### config.mk
export PLATFORM = sky130hd
export DESIGN_NAME = truth_table_sequencer
export DESIGN_NICKNAME = d
export VERILOG_FILES = /design/src/rtl/truth_table_sequencer.sv
export SDC_FILE = /design/constraint.sdc
export NUM_CORES = 1
export LEC_CHECK = 0
export ABC_AREA = 1
export CELL_PAD_IN_SITES_DETAIL_PLACEMENT = 2
export CELL_PAD_IN_SITES_GLOBAL_PLACEMENT = 2
export CORE_ASPECT_RATIO = 2
export CORE_UTILIZATION = 35
export DETAILED_ROUTE_END_ITERATION = 7
export PLACE_DENSITY_LB_ADDON = 0.1
export SLEW_MARGIN = 20
export SYNTH_ARGS = -nofsm -noshare
export SYNTH_HDL_FRONTEND = slang
export SYNTH_SLANG_ARGS = --single-unit
### constraint.sdc
create_clock -name clk -period 2.6 [get_ports clk]
set_input_delay 0.52 -clock clk [delete_from_list [all_inputs] [get_ports clk]]
set_output_delay 0.52 -clock clk [all_outputs]
set_load 0.01 [all_outputs]
### src/rtl/truth_table_sequencer.sv
// Stimulus sequencer and response collector for 4-input function blocks.
// Sweeps every input vector in ascending order and records the block outputs in a truth table.
module truth_table_sequencer #(
  parameter int N_IN  = 4,
  parameter int N_OUT = 5,
  parameter int HOLD  = 4
) (
  input  logic                 clk,
  input  logic                 reset,
  input  logic                 start,
  input  logic                 abort,
  output logic [N_IN-1:0]      stim,
  input  logic [N_OUT-1:0]     resp,
  output logic                 busy,
  output logic                 done,
  output logic                 sample_valid,
  output logic [N_IN-1:0]      sample_index,
  output logic [N_OUT-1:0]     sample_data,
  input  logic [2:0]           rd_sel,
  output logic [2**N_IN-1:0]   rd_column
);

  localparam int              NVEC      = 2**N_IN;
  localparam logic [7:0]      HOLD_LAST = 8'(HOLD - 1);
  localparam logic [N_IN-1:0] VEC_LAST  = '1;

  typedef enum logic [1:0] {S_IDLE, S_APPLY, S_DONE} state_t;

  state_t                       state_q, state_d;
  // The vector counter and the driven stimulus are the same register.
  logic [N_IN-1:0]              stim_q, stim_d;
  logic [7:0]                   hold_q, hold_d;
  logic                         sv_q, sv_d;
  logic [N_IN-1:0]              idx_q, idx_d;
  logic [N_OUT-1:0]             data_q, data_d;
  logic [NVEC-1:0][N_OUT-1:0]   tt_q, tt_d;

  always_ff @(posedge clk) begin
    if (reset) begin
      state_q <= S_IDLE;
      stim_q  <= '0;
      hold_q  <= '0;
      sv_q    <= 1'b0;
      idx_q   <= '0;
      data_q  <= '0;
      tt_q    <= '0;
    end else begin
      state_q <= state_d;
      stim_q  <= stim_d;
      hold_q  <= hold_d;
      sv_q    <= sv_d;
      idx_q   <= idx_d;
      data_q  <= data_d;
      tt_q    <= tt_d;
    end
  end

  always_comb begin
    state_d = state_q;
    stim_d  = stim_q;
    hold_d  = hold_q;
    sv_d    = 1'b0;
    idx_d   = idx_q;
    data_d  = data_q;
    tt_d    = tt_q;
    if (abort) begin
      // Partial results stay in the table so they can still be read out.
      state_d = S_IDLE;
      stim_d  = '0;
      hold_d  = '0;
    end else begin
      case (state_q)
        S_IDLE, S_DONE: begin
          if (start) begin
            state_d = S_APPLY;
            stim_d  = '0;
            hold_d  = '0;
            tt_d    = '0;
          end
        end
        S_APPLY: begin
          if (hold_q == HOLD_LAST) begin
            tt_d[stim_q] = resp;
            idx_d        = stim_q;
            data_d       = resp;
            sv_d         = 1'b1;
            hold_d       = '0;
            if (stim_q != VEC_LAST) stim_d = stim_q + 1'b1;
            else                    state_d = S_DONE;
          end else begin
            hold_d = hold_q + 8'd1;
          end
        end
        default: state_d = S_IDLE;
      endcase
    end
  end

  assign stim         = stim_q;
  assign busy         = (state_q == S_APPLY);
  assign done         = (state_q == S_DONE);
  assign sample_valid = sv_q;
  assign sample_index = idx_q;
  assign sample_data  = data_q;

  always_comb begin
    rd_column = '0;
    if (int'(rd_sel) < N_OUT) begin
      for (int i = 0; i < NVEC; i++) rd_column[i] = tt_q[i][rd_sel];
    end
  end

endmodule
**Yosys cells after proc, flatten, opt, wreduce, memory -nomap -nowiden**

Index checks and enable logic that the tools add are counted.

- $add $sub $neg: 2
- $lt $le $gt $ge: 4
- Equality and inequality tests: 8
- Multiplexer cells: 51
- Bitwise logic cells: 2
- Reduce and logical (&&, ||, !) cells: 11

Operators with widths:

| kind | count |
|---|---|
| 80-bit two-way mux | 2 |
| 80-bit one-hot mux with 2 select lines | 1 |
| 80-bit bitwise mux | 1 |
| 1-bit binary-select mux with 3-bit select | 16 |
| 5-bit demux with 4-bit select | 1 |
| 1-bit two-way mux | 17 |
| 16-bit two-way mux | 1 |
| 8-bit two-way mux | 2 |
| 8-bit one-hot mux with 2 select lines | 1 |
| 4-bit two-way mux | 3 |
| 8-bit by 1-bit adder with 8-bit output, second input constant | 1 |
| 8-bit by 2-bit == test with 1-bit output, second input constant | 1 |
| 4-bit one-hot mux with 2 select lines | 1 |
| 4-bit AND reduction | 2 |
| 2-bit two-way mux | 3 |
| 3-bit AND reduction | 2 |
| 4-bit by 5-bit < comparator with 1-bit output, second input constant | 1 |
| 5-bit two-way mux | 1 |
| 4-bit by 1-bit adder with 4-bit output, second input constant | 1 |
| 4-bit by 1-bit greater-or-equal comparator with 1-bit output, second input constant | 1 |
| 3-bit by 4-bit < comparator with 1-bit output, second input constant | 1 |
| 2-bit by 1-bit != test with 1-bit output, second input constant | 2 |
| 2-bit != test, second input constant | 2 |
| 4-bit != test, second input constant | 1 |
| other kinds (11) | 13 |

- Flip-flop bits (word level): 104
- Input bits: 12
- Output and inout bits: 32
- Logic and storage cells: 100

**Longest topological paths before layout**

- Depth in word-level cells: 7
- Mapped depth: 9

**Worst setup path after synthesis**

OpenSTA, ideal clock, no wires.

- Path type: input port to output port
- Start: in rd_sel[0]
- End: out rd_column[4]
- Arrival time: 1512 ps
- Required time: 2080 ps
- Path slack: 568 ps
- Cell stages on the path: 7
- Buffers on the path: 2
- Cells stage by stage: clkbuf_1 -> inv_1 -> clkbuf_1 -> nor2_1 -> o32ai_1 -> nand2_1 -> o21ai_0

- Longest elaborated chain between the ends: 3
- Elaborated cells on any way between the ends: 4
- Classes of those cells: 1 x order compare; 3 x mux

RTL lines:

| what | line | source |
|---|---|---|
| start: declaration | 19 | `input logic [2:0] rd_sel,` |
| 1-bit binary-select mux with 3-bit select | 109 | `for (int i = 0; i < NVEC; i++) rd_column[i] = tt_q[i][rd_sel];` |
| 1-bit two-way mux (implied by the code) | 109 |  |
| 16-bit two-way mux (*) | 108 | `if (int'(rd_sel) < N_OUT) begin` |
| end: declaration | 20 | `output logic [2**N_IN-1:0] rd_column` |

Every way passes the cells marked *; elsewhere a longest branch is shown, timed or not. The select of a mux whose other input is x is not followed.

**Worst setup path in the final report**

- Start: in rd_sel[0]
- End: out rd_column[8]

The elaborated chain is that of the path after synthesis.

==> reports/metrics.yaml <==
yosysUniqueCellTypes: 28
clock_path_buffers: 2
dpl_worst_slack_ns: -0.440
post_cts_buffers: 0
fp.dieH_um: 171
placed_cells: 936
clock_skew_ns: 0.0122
cts_buffers: 9
ys_seq_elements: 104
synth.area.mux_share: 0
leakage_uw: 0.00225
hpwl_mm: 12.3
fill_cells: 1692
grtUsageMet2: 0.509
status: "completed"
grt_first_pass_wirelength_mm: 29.3
htree_levels: 3
track_usage: 0.260
synth_compound_area_frac: 0.169
core_um2: 14000
syn_inst: 724
avgRoutedWirePerCell_um: 19.3
clk_pin_slew_ns: 0.08
start_kind: "primary input"
power.density_nw_per_um2: 542
final_nets: 776
period_share: 0.933
multi_input_area_um2: 2520
relSlewSlack: 0.692
place_congestion: 0.806
detail-route-antenna-nets: 0
rsz0062_at_grt: "false"
start_util: 0.359
ctsHoldBuffers: 0
pin_count: 44
whs_ns: 0.463
crit_type: "in -> out"
worstMarginPinSlew_ns: 0.461
synth_top_family_by_area: "simple AND/OR/NAND/NOR gates"
synth_warnings: 0
regArea_um2: 2080
clock-sinks: 104
yosysSeqAreaShare: 0.415
use_met1: 0.277
fin_ws_ns: 0.175
finalHoldViolations: 0
synth-xor-area-share: 0.00699
area_delta_synth_final_pct: 20.7
setup_viol_count_final: 0
finalWirelength_mm: 18.4
drc_errors: 0
drive_above_1_share: 0.0982
first_global_vias: 5643
die_area_um2: 14800
worst_ir_drop_vdd_uv: 305
rrSetupSlack_ns: 0.54
clock_latency_ns: 0.35
netlist_area_um2: 5010
dr_total_vias: 5114
vias_per_cell: 5.37
antenna_found_initial: 0
final_cells: 953
synth-adder-area-share: 0.0125
synth.avg_cell_area_um2: 6.93
cts_tree: "yes"
endpoint_kind: "output pin"
gr-total-overflow: 0
maxCapViolCount: 0
synth.net_count: 741
arrival_ns: 1.91
dieWidth_um: 86.6
num_rows: 61
initialDrtViolationCount: 185
grt_max_degree: 90
drv_slew: 0
fmax_mhz: 412
use_met3: 0.0312
port_buffers: 43
min_period_ns: 2.43
hp-class: "reg -> reg"
cts-root-buf: "clkbuf_16"
n_antenna_cell: 0
worst-path-max-fanout: 21
cp_data_required_time_ns: 2.08
yosys.area_share.simple: 0.309
grt_busiest_layer: "met2"
dr.pass1.iters: 4
per-stage QoR:
step	util	setup TNS (ns)	total power, µW	area, µm²
after global placement	0.409	-4.08	1950	5720
final	0.433	0	3280	6050
after floorplan	-	0	1810	5010
after global routing	0.433	0	3390	6050
after CTS	0.433	-0.0188	3310	6050
after detailed placement	0.409	-4.93	1960	5720
final timing paths:
path | cells after the start | to | startpoint
setup / recovery | 8 | rd_column[8] | rd_sel[0]
hold reg to reg | 2 | tt_q[14] | tt_q[14]
setup reg to reg | 7 | tt_q[40] | hold_q[0]
hold / removal | 2 | tt_q[14] | tt_q[14]
registers in the layout, summed over array words and instances (netlist names):
name,cells
tt_q,80
hold_q,8
sample_data,5
sample_index,4
stim,4
state_q,2
sample_valid,1
placed cells by master (no fill, tap or decap), drive strengths merged, types with 21 or more instances in the layout:
master / Yosys / routed
a21oi: 98 / 98
buf: 15 / 21
clkdlybuf4s50: 0 / 24
dfxtp: 104 / 104
inv: 66 / 69
nand2: 220 / 220
nand3: 36 / 36
nand4: 25 / 25
nor2: 69 / 69
o21ai: 34 / 34
critical path: stages:
cell and delay (ns):
clkdlybuf4s15_2 0.26, inv_2 0.09, buf_12 0.16, o21ai_0 0.30, o32ai_2 0.13, nand2_1 0.08, o21ai_0 0.08, dlygate4sd2_1 0.29
power breakdown:
part           leakage [µW]  switching (µW)  internal, µW  total [µW]
Combinational       0.00127             220           109         329
Clock              0.000138             659           691        1350
Sequential         0.000838            5.56          1590        1600
layout make-up:
cell class	instances	area share
multi-input combinational	513	0.417
sequential	104	0.344
inverter	67	0.0415
timing repair buffer	64	0.112
tap	189	0.0391
clock inverter	4	0.00579
clock buffer	12	0.0407
kinds of logic after synthesis:
kind of cell	count (synthesis)
xor gates and xnor gates	4
buffers and inverters	107
AOI/OAI and AO/OA	150
adders and majority gates	5
DFF	104
and+or+nand+nor	354
routing by layer:
layer | share of wire | up-vias | routed length, µm
li1 | - | 2431 | -
met1 | 0.38 | 2582 | 7060
met2 | 0.57 | 68 | 10500
met3 | 0.024 | 33 | 442
met4 | 0.023 | 0 | 425
met5 | 0 | - | 0
cell usage after synthesis, drive strengths merged:
cell / count / area, µm²
a211oi: 1 / 7.51
a21oi: 98 / 524
a31oi: 1 / 6.26
buf: 15 / 92.6
clkbuf: 25 / 93.8
clkinv: 1 / 3.75
dfxtp: 104 / 2080
ha: 5 / 62.6
inv: 66 / 248
nand2: 220 / 853
nand3: 36 / 180
nand4: 25 / 171
nor2: 69 / 320
nor3: 2 / 10.0
nor3b: 2 / 15.0
o21ai: 34 / 170
o21bai: 1 / 7.51
o32ai: 15 / 131
xor2: 4 / 35.0
what timing repair did:
action | 4_1_cts | 5_1_grt
setup endpoints to repair | 16 | 3
resized for setup | 23 | 3
gates cloned | 1 | 0
(Power assumes the default switching activity.)
